## src/rtl/aes_pkg.sv

```systemverilog
// Shared AES widths, the core pipeline depth, and the loader FSM state encoding.
package aes_pkg;
  localparam int AES_BLK_W         = 128;
  localparam int AES_WORD_W        = 32;
  localparam int AES_WORDS_PER_BLK = 4;
  localparam int AES_PIPE_LAT      = 10;

  typedef enum logic {
    LD_IDLE = 1'b0,
    LD_FILL = 1'b1
  } ld_state_e;
endpackage

```

## src/rtl/aes_valid_delay.sv

```systemverilog
// DEPTH-stage shift register of {valid, seq}. Latency is DEPTH edges and there is no backpressure.
// The async clear flushes in-flight tags so that no stale valid appears after reset.
module aes_valid_delay #(
  parameter int DEPTH = 10,
  parameter int SEQ_W = 8
) (
  input  logic             clk,
  input  logic             rst_n,
  input  logic             valid,
  input  logic [SEQ_W-1:0] seq,
  output logic             dly_valid,
  output logic [SEQ_W-1:0] dly_seq
);
  logic [DEPTH-1:0] vld_sr;
  logic [SEQ_W-1:0] seq_sr [DEPTH];

  always_ff @(posedge clk or negedge rst_n) begin
    if (!rst_n) begin
      vld_sr <= '0;
      for (int i = 0; i < DEPTH; i++) seq_sr[i] <= '0;
    end else begin
      vld_sr[0] <= valid;
      seq_sr[0] <= seq;
      for (int i = 1; i < DEPTH; i++) begin
        vld_sr[i] <= vld_sr[i-1];
        seq_sr[i] <= seq_sr[i-1];
      end
    end
  end

  assign dly_valid = vld_sr[DEPTH-1];
  assign dly_seq   = seq_sr[DEPTH-1];
endmodule

```

## src/rtl/aes_block_loader.sv

```systemverilog
// Packs 32-bit words into AES key/plaintext blocks and tags each issued block through the core latency.
// ct_valid follows blk_issued by PIPE_LAT edges; hold deasserts in_ready and freezes packing.
module aes_block_loader
  import aes_pkg::*;
#(
  parameter int PIPE_LAT = AES_PIPE_LAT,
  parameter int SEQ_W    = 8
) (
  input  logic                  clk,
  input  logic                  rst_n,
  input  logic                  in_valid,
  output logic                  in_ready,
  input  logic [AES_WORD_W-1:0] in_data,
  input  logic                  in_is_key,
  input  logic                  hold,
  input  logic                  err_clr,
  output logic [AES_BLK_W-1:0]  core_data,
  output logic [AES_BLK_W-1:0]  core_key,
  output logic                  key_valid,
  output logic                  blk_issued,
  output logic                  ct_valid,
  output logic [SEQ_W-1:0]      ct_seq,
  output logic                  err_proto,
  output logic                  err_nokey
);
  localparam int ACC_W = AES_BLK_W - AES_WORD_W;

  ld_state_e             state_q, state_d;
  logic [1:0]            cnt_q, cnt_d;
  logic                  run_q;
  logic [ACC_W-1:0]      acc_q;
  logic                  blk_is_key_q;
  logic [SEQ_W-1:0]      seq_cnt_q, iss_seq_q;
  logic                  accept, proto_err, blk_done;
  logic                  issue_now, key_load, nokey_blk;
  logic [AES_BLK_W-1:0]  blk;

  assign in_ready  = run_q & ~hold;
  assign accept    = in_valid & in_ready;
  assign proto_err = accept & (state_q == LD_FILL) & (in_is_key != blk_is_key_q);
  assign blk_done  = accept & (cnt_q == 2'(AES_WORDS_PER_BLK - 1)) & ~proto_err;
  assign blk       = {acc_q, in_data};

  always_ff @(posedge clk or negedge rst_n) begin
    if (!rst_n) begin
      state_q <= LD_IDLE;
      cnt_q   <= '0;
    end else begin
      state_q <= state_d;
      cnt_q   <= cnt_d;
    end
  end

  // A mismatching word restarts packing as word 0 of a fresh block.
  always_comb begin
    state_d = state_q;
    cnt_d   = cnt_q;
    if (accept) begin
      if (proto_err) begin
        state_d = LD_FILL;
        cnt_d   = 2'd1;
      end else if (cnt_q == 2'(AES_WORDS_PER_BLK - 1)) begin
        state_d = LD_IDLE;
        cnt_d   = 2'd0;
      end else begin
        state_d = LD_FILL;
        cnt_d   = cnt_q + 2'd1;
      end
    end
  end

  always_comb begin
    issue_now = 1'b0;
    key_load  = 1'b0;
    nokey_blk = 1'b0;
    if (blk_done) begin
      key_load  = blk_is_key_q;
      issue_now = ~blk_is_key_q & key_valid;
      nokey_blk = ~blk_is_key_q & ~key_valid;
    end
  end

  always_ff @(posedge clk or negedge rst_n) begin
    if (!rst_n) begin
      run_q        <= 1'b0;
      acc_q        <= '0;
      blk_is_key_q <= 1'b0;
      core_data    <= '0;
      core_key     <= '0;
      key_valid    <= 1'b0;
      blk_issued   <= 1'b0;
      seq_cnt_q    <= '0;
      iss_seq_q    <= '0;
      err_proto    <= 1'b0;
      err_nokey    <= 1'b0;
    end else begin
      run_q      <= 1'b1;
      blk_issued <= issue_now;
      if (accept) acc_q <= {acc_q[ACC_W-AES_WORD_W-1:0], in_data};
      if (accept && (state_q == LD_IDLE || proto_err)) blk_is_key_q <= in_is_key;
      if (key_load) begin
        core_key  <= blk;
        key_valid <= 1'b1;
      end
      if (issue_now) begin
        core_data <= blk;
        iss_seq_q <= seq_cnt_q;
        seq_cnt_q <= seq_cnt_q + SEQ_W'(1);
      end
      // Set takes priority over a simultaneous clear.
      if (proto_err)    err_proto <= 1'b1;
      else if (err_clr) err_proto <= 1'b0;
      if (nokey_blk)    err_nokey <= 1'b1;
      else if (err_clr) err_nokey <= 1'b0;
    end
  end

  // Feeding the registered issue pulse gives exactly PIPE_LAT edges from the core_data load.
  aes_valid_delay #(.DEPTH(PIPE_LAT), .SEQ_W(SEQ_W)) u_dly (
    .clk       (clk),
    .rst_n     (rst_n),
    .valid     (blk_issued),
    .seq       (blk_issued ? iss_seq_q : '0),
    .dly_valid (ct_valid),
    .dly_seq   (ct_seq)
  );
endmodule
```

## config.mk

```make
export PLATFORM = sky130hd
export DESIGN_NAME = aes_block_loader
export DESIGN_NICKNAME = d
export VERILOG_FILES = /design/src/rtl/aes_pkg.sv /design/src/rtl/aes_valid_delay.sv /design/src/rtl/aes_block_loader.sv
export SDC_FILE = /design/constraint.sdc
export NUM_CORES = 1
export LEC_CHECK = 0
export CORE_MARGIN = 1.5
export CORE_UTILIZATION = 52
export CTS_CLUSTER_SIZE = 20
export DETAILED_ROUTE_END_ITERATION = 10
export PLACE_DENSITY = 0.85
export SLEW_MARGIN = 20
export SYNTH_ARGS = -nofsm -noshare
export SYNTH_HDL_FRONTEND = slang
export SYNTH_SLANG_ARGS = --single-unit
```

## constraint.sdc

```tcl
create_clock -name clk -period 2.75 [get_ports clk]
set_clock_uncertainty 0.2 [all_clocks]
set_input_delay 0.275 -clock clk [delete_from_list [all_inputs] [get_ports clk]]
set_output_delay 0.275 -clock clk [all_outputs]
set_load 0.05 [all_outputs]
```

* Yosys cells after proc, flatten, opt, wreduce, memory -nomap -nowiden
Index checks and enable logic that the tools add are counted.
W data, S select, Z words.
** Word-level totals
- Flip-flop bits (word level) :: 467
- Output and inout bits :: 270
- Input port bits :: 38
** Operators by class
- Eq/ne operators :: 2
- Bitwise gates (word level) :: 13
- Add/subtract/negate cells :: 2
- Reductions and logical operators :: 4
- Mux-type cells :: 11
** Operator list (count)
- $add A8 B1 Y8 const B :: 1
- $and A1 B1 Y1 :: 8
- $mux W1 :: 8
- $mux W8 :: 1
- $not A1 Y1 :: 5
- $mux W2 :: 2
- $reduce_bool A2 Y1 :: 2
- $add A2 B1 Y2 const B :: 1
- $eq A2 B2 Y1 const B :: 1
- $logic_and A1 B1 Y1 :: 1
- $logic_or A1 B1 Y1 :: 1
- $ne A1 B1 Y1 :: 1

* Longest topological paths before layout
Gate-level depths: netlist of the first run.
- Depth after elaboration :: 9
- Mapped depth :: 8

* By module
From an unflattened synthesis of the first run, not the netlist that was laid out.
** Unflattened totals
- Cell total of the unflattened synthesis :: 925
- Area, all modules :: 16414.5 um^2
** Modules (own cells, without submodules)
- aes_block_loader :: cells each 827, instances 1, area an instance 14102.3 um^2, sequential area each 9434.0 um^2
- aes_valid_delay :: cells each 98, instances 1, area an instance 2312.2 um^2, sequential area each 2252.2 um^2

* Least setup slack after synthesis of the first run
OpenSTA, ideal clock, no wires.
- Kind :: reg-to-reg
- Start :: register cnt_q[0]
- End :: register core_key[100]
- Library setup time :: 125 ps
- Cell stages (with the launch flop) :: 7
- Arrival time :: 1562 ps
- Path slack :: 863 ps
- Data required time :: 2425 ps
- Cells stage by stage :: dfrtp_1 > ha_1 > and4b_2 > nand3_4 > buf_6 > clkbuf_8 > mux2_2
** Between the ends
- Cells in the longest elaborated chain, start to end :: 4
** RTL lines
- from (decl) :: RTL line aes_block_loader.sv:29 : logic [1:0] cnt_q, cnt_d;
- from (signal assigned) :: RTL line aes_block_loader.sv:50 : cnt_q <= cnt_d;
- $eq A2 B2 Y1 :: RTL line aes_block_loader.sv:41 : assign blk_done = accept & (cnt_q == 2'(AES_WORDS_PER_BLK - 1)) & ~proto_err;
- $and A1 B1 Y1 (2 in a row) :: RTL line aes_block_loader.sv:41
- $mux W1 :: RTL line aes_block_loader.sv:76 : if (blk_done) begin
- to (signal assigned) :: RTL line aes_block_loader.sv:102 : core_key <= blk;
- to (decl) :: RTL line aes_block_loader.sv:18 : output logic [AES_BLK_W-1:0] core_key,
No other way between the ends.
A chain may end at the register's enable or synchronous reset.

* Final worst setup path of the first run
- Start :: register blk_issued
- End :: output port blk_issued
** RTL lines
- from (decl) :: RTL line aes_block_loader.sv:20 : output logic blk_issued,
- from (signal assigned) :: RTL line aes_block_loader.sv:98 : blk_issued <= issue_now;
No word-level cell between the ends.

==> results.py, run 1 <==
metrics = {
    "placement": {
        "portBuffers": 307,
        "gp_congestion": 0.823,
        "dp_hpwl_um": 27500,
    },
    "critical_path": {
        "cp_max_fo": 10,
        "cp-start-kind": "flip-flop",
        "path_cells": "clkdlybuf4s50_1",
        "reg2reg_to": "core_key[92]",
        "regToRegStartpoint": "cnt_q[0]",
        "cp_data_required_time_ps": 2280,
        "critPathCaptureType": "output port",
        "critical_path_arrival_ps": 1930,
        "path_class": "reg -> out",
        "crit_buf_inv": 1,
        "path_delay_family": "buffers and inverters",
        "crit_path_top_delay_cell": "clkdlybuf4s50_1",
        "cpPeakStageDelay_ps": 880,
        "r2r_cells": 5,
        "r2r_setup_slack_ps": 450,
    },
    "yosys": {
        "yosys_warnings": 0,
        "synth_nets": 1466,
        "synth_seq_cells": 467,
        "syn_inst": 1426,
        "syn_area_um2": 16600,
        "synth.distinct_cells": 29,
        "yosysSeqAreaShare": 0.704,
        "synth.avg_cell_area_um2": 11.6,
    },
    "clock_network": {
        "cts.sinks": 467,
        "post_cts_resized": 0,
        "ctsHoldBuffers": 1,
        "clkSlewWorstSetupHoldPaths_ps": 60,
        "clockBufferDepth": 3,
        "post_cts_buffers": 0,
        "cts_buffers": 46,
        "insertion_delay_ps": 540,
        "cts_tree": "done",
        "clockRootBuffer": "clkbuf_16",
        "htree_levels": 2,
    },
    "route": {
        "route.detailed.drc": 0,
        "drtIter0Drc": 778,
        "routed_wl_um": 41500,
        "first_pass_iters": 5,
        "post_drt_wl_per_cell_um": 19.1,
        "via_per_inst": 5.16,
        "dr_total_vias": 11200,
        "ant_nets": 0,
    },
    "sta": {
        "max_slew_margin": 0.504,
        "rsz0062_at_grt": "no",
        "finalHoldViolations": 0,
        "fmax_mhz": 416,
        "tightestPinTransition_ps": 744,
        "finalCritPeriodShare": 0.874,
        "fin_crit_ps": 2400,
        "setup_viol": 0,
        "setup_tns_ps": 0,
        "maxSlewViolCount": 0,
    },
    "final_layout": {
        "n_fill_cell": 2099,
        "seqCellArea_um2": 11700,
        "diodes": 0,
        "drive_gt1_frac": 0.134,
        "final_util": 0.690,
        "nets": 1780,
        "multi_input_area_um2": 4440,
        "area_delta_synth_final_pct": 30.9,
    },
    "floorplanning": {
        "die_area_um2": 33000,
        "num_rows": 65,
        "die-height_um": 182,
        "fp.dieW_um": 182,
        "start_util": 0.527,
        "num_io_pins": 308,
        "coreArea_um2": 31500,
    },
    "grt": {
        "grt_pass1_wl_um": 66500,
        "grt_max_degree": 85,
        "track_usage": 0.259,
        "antenna_found_initial": 0,
        "grt_overflow": 0,
        "grt_pass1_vias": 11900,
    },
    "power_and_ir_drop": {
        "power_density_nw_per_um2": 889,
        "ir_drop_v": 0.000494,
        "p_leak_nw": 11.3,
    },
    "flow_run": {
        "drv_cap": 0,
    },
    "hold_path": {
        "min_from": "in_data[31]",
        "worst_hold_path.endpoint": "core_data[31]",
        "min_path_cells": 3,
        "hold_class": "in -> reg",
    },
    "run_status": {
        "outcome": "finished clean",
    },
}
[cell usage after synthesis]
cell type / number / area, um2
and2_1: 10 / 62.6
and2b_1: 1 / 7.51
and3b_1: 1 / 8.76
and4_1: 1 / 8.76
and4b_2: 1 / 11.3
buf_2: 32 / 160
buf_4: 11 / 82.6
buf_6: 7 / 78.8
clkbuf_1: 18 / 67.6
clkbuf_8: 6 / 82.6
conb_1: 1 / 3.75
dfrtp_1: 467 / 11700
ha_1: 2 / 25.0
inv_1: 5 / 18.8
mux2_2: 128 / 1440
nand2_1: 708 / 2660
nand2b_1: 2 / 12.5
nand3_1: 2 / 10.0
nand3_2: 1 / 10.0
nand3_4: 1 / 17.5
nand4_1: 2 / 12.5
nor2b_1: 1 / 6.26
nor3_1: 3 / 15.0
o211ai_1: 1 / 7.51
o21a_1: 1 / 7.51
o21ai_0: 3 / 15.0
o22ai_1: 2 / 12.5
xnor2_1: 4 / 35.0
xor2_1: 4 / 35.0
[cells in the final DEF (no fill, tap or decap), drive strengths merged]
| master | n |
|---|---|
| nand2 | 708 |
| dfrtp | 467 |
| clkdlybuf4s50 | 305 |
| mux2 | 128 |
| clkbuf | 76 |
| buf | 34 |
| and2 | 10 |
| inv | 5 |
| xor2 | 4 |
| xnor2 | 4 |
| nand3 | 4 |
| nor3 | 3 |
| o21ai | 3 |
| nand2b | 2 |
| nand4 | 2 |
| o22ai | 2 |
| ha | 2 |
| bufinv | 2 |
| and2b | 1 |
| and4b | 1 |
| nor2b | 1 |
| o211ai | 1 |
| o21a | 1 |
| and3b | 1 |
| and4 | 1 |
| clkinv | 1 |
| dlygate4sd3 | 1 |
| conb | 1 |
[worst max-delay path by stage]
stage	start	endpoint	cells after the start
after floorplan	cnt_q[0]	core_key[100]	6
after global placement	in_valid	core_key[94]	5
after detailed placement	in_valid	core_key[94]	5
after CTS	blk_issued	blk_issued	1
after global routing	blk_issued	blk_issued	1
final	blk_issued	blk_issued	1
[metal layers]
metal | GRT usage | routed length (um)
met4 | 0.0973 | 1520
met2 | 0.425 | 20300
met1 | 0.347 | 17300
met3 | 0.0473 | 2380
met5 | 0 | 0
[stage by stage]
stage	instance area (um2)	hold WS [ps]	cells	total power, mW	setup WS [ps]
after CTS	21700	111	2173	19.4	295
after floorplan	16600	-221	1426	11.1	863
after global routing	21700	148	2173	20.0	289
after global placement	20100	132	2093	12.9	314
after detailed placement	20100	135	2093	13.0	255
final	21700	132	2173	19.3	348
[cells by family after synthesis]
logic type      count (synthesis)  share of synthesized area
compound gates                  7                    0.00256
xor+xnor                        8                    0.00422
fa+ha+maj                       2                    0.00151
buf+inv                        79                     0.0295
flops                         467                      0.704
mux                           128                     0.0868
other cells                     1                   0.000226
simple gates                  734                      0.171
[state kept, by name (all words and copies together), names as in the netlist, 2 cells and up]
name and flops:
seq_cnt_q 8, cnt_q 2, u_dly.seq_sr 72, core_data 128
acc_q 96, core_key 128, u_dly.vld_sr 10, iss_seq_q 8
u_dly.dly_seq 8
[area by class of cell]
cell class | instances | share of cell area
Timing Repair Buffer | 340 | 0.161
Sequential cell | 467 | 0.538
Tap cell | 402 | 0.0232
Clock inverter | 3 | 0.00299
Clock buffer | 76 | 0.0694
Inverter | 5 | 0.000979
Multi-Input combinational cell | 880 | 0.204
[power breakdown]
group	internal, mW	total, mW	switching [mW]
combinational	1.51	4.46	2.95
sequential	7.74	8.46	0.728
clock	3.90	6.39	2.49
total	13.1	19.3	6.17
No activity file was read; power rests on OpenSTA's default activity.
==> run 2: changes to the inputs <==
--- a/config.mk
+++ b/config.mk
@@ -5,6 +5,7 @@
 export SDC_FILE = /design/constraint.sdc
 export NUM_CORES = 1
 export LEC_CHECK = 0
+export ABC_CLOCK_PERIOD_IN_PS = 2750
 export CORE_MARGIN = 1.5
 export CORE_UTILIZATION = 52
 export CTS_CLUSTER_SIZE = 20
==> results of run 2 <==
Final layout, timing and power as in run 1 (identical DEF).
==> run 3: changes to the inputs <==
--- a/config.mk
+++ b/config.mk
@@ -11,7 +11,6 @@
 export CTS_CLUSTER_SIZE = 20
 export DETAILED_ROUTE_END_ITERATION = 10
 export PLACE_DENSITY = 0.85
-export SLEW_MARGIN = 20
 export SYNTH_ARGS = -nofsm -noshare
 export SYNTH_HDL_FRONTEND = slang
 export SYNTH_SLANG_ARGS = --single-unit
==> results of run 3 <==
Final layout, timing and power as in run 1 (identical DEF).
